File: src/rtl/adder_pipe_acc.sv
// Segmented carry-pipelined two's-complement adder/subtractor with valid/ready handshake.
// Optional output saturation on signed overflow is enabled by defining ADDER_PIPE_SAT_EN.
module adder_pipe_acc #(
    parameter int sigWidth   = 4,
    parameter int low_expand = 2,
    parameter int SEGMENTS   = 2,
    localparam int W         = sigWidth + low_expand + 4
) (
    input  logic         clk,
    input  logic         rst_n,
    input  logic         in_valid,
    output logic         in_ready,
    input  logic         sub,
    input  logic [W-1:0] a,
    input  logic [W-1:0] b,
    output logic         out_valid,
    input  logic         out_ready,
    output logic [W-1:0] sum,
    output logic         cout,
    output logic         ovf
);

    localparam int SEG = W / SEGMENTS;

    // Per-stage registers: full-width copies of a and b' travel with their
    // partially formed sum so each stage only ever adds its own segment.
    logic         v_r  [SEGMENTS];
    logic [W-1:0] a_r  [SEGMENTS];
    logic [W-1:0] bp_r [SEGMENTS];
    logic [W-1:0] s_r  [SEGMENTS];
    logic         c_r  [SEGMENTS];

    // Tap k is the input of stage k; tap SEGMENTS is the output of the last stage.
    logic         tap_v  [SEGMENTS+1];
    logic [W-1:0] tap_a  [SEGMENTS+1];
    logic [W-1:0] tap_bp [SEGMENTS+1];
    logic [W-1:0] tap_s  [SEGMENTS+1];
    logic         tap_c  [SEGMENTS+1];

    logic [SEG:0] seg_sum [SEGMENTS];
    logic [W-1:0] s_nxt   [SEGMENTS];

    logic         stall;
    logic [W-1:0] raw_sum;

    assign stall    = v_r[SEGMENTS-1] && !out_ready;
    assign in_ready = !stall;

    always_comb begin
        tap_v[0]  = in_valid;
        tap_a[0]  = a;
        tap_bp[0] = sub ? ~b : b;
        tap_s[0]  = '0;
        tap_c[0]  = sub;
        for (int k = 0; k < SEGMENTS; k++) begin
            tap_v[k+1]  = v_r[k];
            tap_a[k+1]  = a_r[k];
            tap_bp[k+1] = bp_r[k];
            tap_s[k+1]  = s_r[k];
            tap_c[k+1]  = c_r[k];
        end
    end

    // Each stage adds one segment using the carry registered by the stage before.
    always_comb begin
        for (int k = 0; k < SEGMENTS; k++) begin
            seg_sum[k] = {1'b0, tap_a[k][k*SEG +: SEG]}
                       + {1'b0, tap_bp[k][k*SEG +: SEG]}
                       + {{SEG{1'b0}}, tap_c[k]};
            s_nxt[k]   = tap_s[k];
            s_nxt[k][k*SEG +: SEG] = seg_sum[k][SEG-1:0];
        end
    end

    // NOTE: the datapath registers are reset as well as the valid bits, so the
    // outputs read as zero during reset and ovf cannot glitch from stale operands.
    always_ff @(posedge clk or negedge rst_n) begin
        if (!rst_n) begin
            for (int k = 0; k < SEGMENTS; k++) begin
                v_r[k]  <= 1'b0;
                a_r[k]  <= '0;
                bp_r[k] <= '0;
                s_r[k]  <= '0;
                c_r[k]  <= 1'b0;
            end
        end else if (!stall) begin
            // NOTE: non-blocking assignments let every stage sample the previous
            // stage's old value on the same edge, which is what makes this a pipeline.
            for (int k = 0; k < SEGMENTS; k++) begin
                v_r[k]  <= tap_v[k];
                a_r[k]  <= tap_a[k];
                bp_r[k] <= tap_bp[k];
                s_r[k]  <= s_nxt[k];
                c_r[k]  <= seg_sum[k][SEG];
            end
        end
    end

    assign out_valid = tap_v[SEGMENTS];
    assign raw_sum   = tap_s[SEGMENTS];
    assign cout      = tap_c[SEGMENTS];
    assign ovf       = (tap_a[SEGMENTS][W-1] == tap_bp[SEGMENTS][W-1])
                    && (raw_sum[W-1] != tap_a[SEGMENTS][W-1]);

`ifdef ADDER_PIPE_SAT_EN
    // Clamp toward the sign of a: positive overflow saturates to max, negative to min.
    assign sum = !ovf                  ? raw_sum :
                 tap_a[SEGMENTS][W-1]  ? {1'b1, {(W-1){1'b0}}} :
                                         {1'b0, {(W-1){1'b1}}};
`else
    assign sum = raw_sum;
`endif

endmodule

File: config.mk
export PLATFORM = sky130hd
export DESIGN_NAME = adder_pipe_acc
export DESIGN_NICKNAME = d
export VERILOG_FILES = /design/src/rtl/adder_pipe_acc.sv
export SDC_FILE = /design/constraint.sdc
export NUM_CORES = 1
export LEC_CHECK = 0
export CAP_MARGIN = 20
export CORE_MARGIN = 5
export CORE_UTILIZATION = 30
export DETAILED_ROUTE_END_ITERATION = 10
export GPL_TIMING_DRIVEN = 0
export PLACE_DENSITY_LB_ADDON = 0.2
export SLEW_MARGIN = 10
export SYNTH_ARGS = -nofsm -noshare
export SYNTH_HDL_FRONTEND = slang
export SYNTH_SLANG_ARGS = --single-unit
File: constraint.sdc
create_clock -name clk -period 1.95 [get_ports clk]
set_clock_uncertainty 0.1 [all_clocks]
set_input_delay 0.195 -clock clk [delete_from_list [all_inputs] [get_ports clk]]
set_output_delay 0.195 -clock clk [all_outputs]
set_load 0.1 [all_outputs]
==> results.json <==
{
  "critical_path_class": "reg2out",
  "crit_fanout": 10,
  "rrSetupSlack_ns": 0.12,
  "fin_util": 0.417,
  "final.period_utilization": 0.958,
  "finalNonFillerCells": 290,
  "core_sq_um": 5140,
  "arrival_ns": 1.57,
  "viasPerCell": 4.43,
  "max_slew_margin": 0.360,
  "die_w_um": 82.8,
  "drt_iter0_drc": 28,
  "ys_ff_latch": 31,
  "cts_buffers": 5,
  "routedWlPerCell_um": 12.5,
  "regArea_sq_um": 777,
  "clock_latency_ns": 0.29,
  "ys.warnings.count": 0,
  "syn_to_final_growth_pct": 34.9,
  "die_area_sq_um": 6860,
  "p_total_mw": 2.78,
  "synthCells": 174,
  "grt_pass1_vias": 1283,
  "slowest_delay_ns": 0.39,
  "yosysTopAreaCell": "dfrtp_1",
  "fp-row-count": 26,
  "final_max_slew_viol_count": 0,
  "cp.required_ns": 1.65,
  "status": "completed",
  "start_util": 0.309,
  "syn_avg_cell_area_sq_um": 9.14,
  "grt_overflow": 0,
  "dp_cells": 281,
  "hpwl_mm": 2.62,
  "slowest_stage": "dfrtp_2",
  "grt_pass1_wl_mm": 6.09,
  "cts_max_path_buffers": 2,
  "rr_endpoint": "sum[9]",
  "power_leakage_nw": 1.01,
  "hp-class": "in2reg",
  "timing.final.ws_setup_ns": 0.0815,
  "critPathLaunch": "out_valid",
  "fmax_mhz": 535,
  "crit_chain": "nor2b_2 -> clkinv_2 -> buf_2 -> buf_4",
  "cts_tree": "done",
  "r2r_cells": 7,
  "clockRootBuffer": "clkbuf_8",
  "synth_top_area_share": 0.488,
  "drt-total-wl_mm": 3.63,
  "diodes": 0,
  "first_pass_iters": 3,
  "path_clk_slew_ns": 0.07,
  "synth-async-reset-ratio": 1.00,
  "ys.flop_type": "dfrtp_1",
  "max-cap-violations": 0,
  "final_hold_viol_count": 0,
  "cts_setup_buffers": 0,
  "final_cell_mix": "nand2_1, dfrtp_1, clkdlybuf4s50_1, dlygate4sd2_1, o21ai_0",
  "seq_area_frac_synth": 0.488,
  "post_route_cells_drive_above_1_share": 0.123,
  "vdd_ir_drop_max_uv": 502,
  "grt_max_degree": 32,
  "r2r-start": "bp_r[15]",
  "min_to": "bp_r[18]",
  "pre_cts_slack_ns": -0.730,
  "synth_edf_count": 0,
  "via_count": 1284,
  "final_common_cell": "nand2_1",
  "port_buffers": 37,
  "synth.cell_area_sq_um": 1590,
  "worstHoldStart": "sub",
  "power_density_nw_per_um2": 1300,
  "rsz0062_at_grt": "no",
  "nFillCells": 571,
  "nets": 255,
  "cp-start-kind": "flip-flop",
  "multi_input_area_sq_um": 756,
  "synth_cell_types": 24,
  "ant_nets": 0,
  "endpoint_kind": "primary output",
  "tightest_slew_ns": 0.964,
  "period_needed_ns": 1.87,
  "h-tree-depth": 2,
  "holdPathStages": 3,
  "grtUsageTotal": 0.112,
  "drc": 0,
  "num_io_pins": 39,
  "cts_sinks": 31,
  "place.gp.congestion": 0.777,
  "syn_nets": 210,
  "finalSetupViolCount": 0,
  "ys_top_cells_by_area": "dfrtp_1, nand2_1, ha_1",
  "die_h_um": 82.8,
  "antenna_found_initial": 0
}
## critical path: cells and delay by family (launching register included)
| kind | cells | cell delay (ns) |
|---|---|---|
| buffers and inverters | 3 | 0.73 |
| DFF | 1 | 0.39 |
| and+or+nand+nor | 1 | 0.17 |
## cell usage after synthesis, types with 2 or more instances
| cell | count |
|---|---|
| buf_2 | 6 |
| xnor2_1 | 7 |
| dfrtp_1 | 31 |
| inv_1 | 10 |
| a21oi_1 | 9 |
| nor3_1 | 5 |
| nor2b_1 | 2 |
| xor2_1 | 5 |
| ha_1 | 8 |
| nand2_1 | 53 |
| fa_1 | 3 |
| nor2_1 | 9 |
| o21ai_0 | 14 |
| nor4b_1 | 2 |
## registers in the layout, indices dropped and copies added (netlist names)
register   flops
a_r            6
bp_r           6
c_r            1
cout           1
out_valid      1
s_nxt          5
sum           10
tap_v          1
## report_power, final
part	internal, mW	leakage [nW]	switching [mW]
Combinational	0.336	0.599	1.06
Clock	0.250	0.0422	0.236
Sequential	0.807	0.365	0.0963
## cell families (layout without fill, tap and decap cells)
kind of cell / Yosys count / after routing / synth area share
xor+xnor: 12 / 12 / 0.0661
flops: 31 / 31 / 0.488
mux: 1 / 1 / 0.00865
simple gates: 74 / 74 / 0.194
compound gates: 27 / 27 / 0.0913
buf+inv: 18 / 64 / 0.0519
fa+ha+maj: 11 / 11 / 0.101
## stage by stage
step | hold WS, ns | setup TNS (ns) | area, sq um
finish | 0.177 | 0 | 2140
global route | 0.191 | 0 | 2140
CTS | 0.180 | 0 | 2130
detailed placement | 0.187 | -1.06 | 2050
global placement | 0.341 | -1.59 | 2050
floorplan | -0.201 | -0.0930 | 1600
## area by class of cell
| cell class | count | area share |
|---|---|---|
| Clock buffer | 7 | 0.0356 |
| Multi-Input combinational cell | 125 | 0.352 |
| Tap cell | 70 | 0.0408 |
| Buffer | 7 | 0.0193 |
| Inverter | 11 | 0.0198 |
| Sequential cell | 31 | 0.362 |
| Clock inverter | 1 | 0.00233 |
| Timing Repair Buffer | 38 | 0.167 |
## worst max path at each step
stage / endpoint / cells after the start
2_1_floorplan: ovf / 1
3_3_place_gp: in_ready / 5
3_5_place_dp: in_ready / 5
4_1_cts: in_ready / 4
5_1_grt: in_ready / 4
6_report: in_ready / 4
## per-layer routing
metal | track usage | wire length (um) | vias up
met5 | 0 | 0 | -
met1 | 0.138 | 1580 | 604
met3 | 0.0317 | 150 | 8
met4 | 0.0579 | 83 | 0
li1 | - | - | 646
met2 | 0.179 | 1820 | 26
## timing repair
| item | CTS | global route |
|---|---|---|
| hold buffers | 1 | 0 |
| gates resized for setup | 24 | 5 |
| endpoints found under the hold margin | 31 | 0 |
| endpoints found under the setup margin | 15 | 2 |
(Power assumes the default switching activity.)
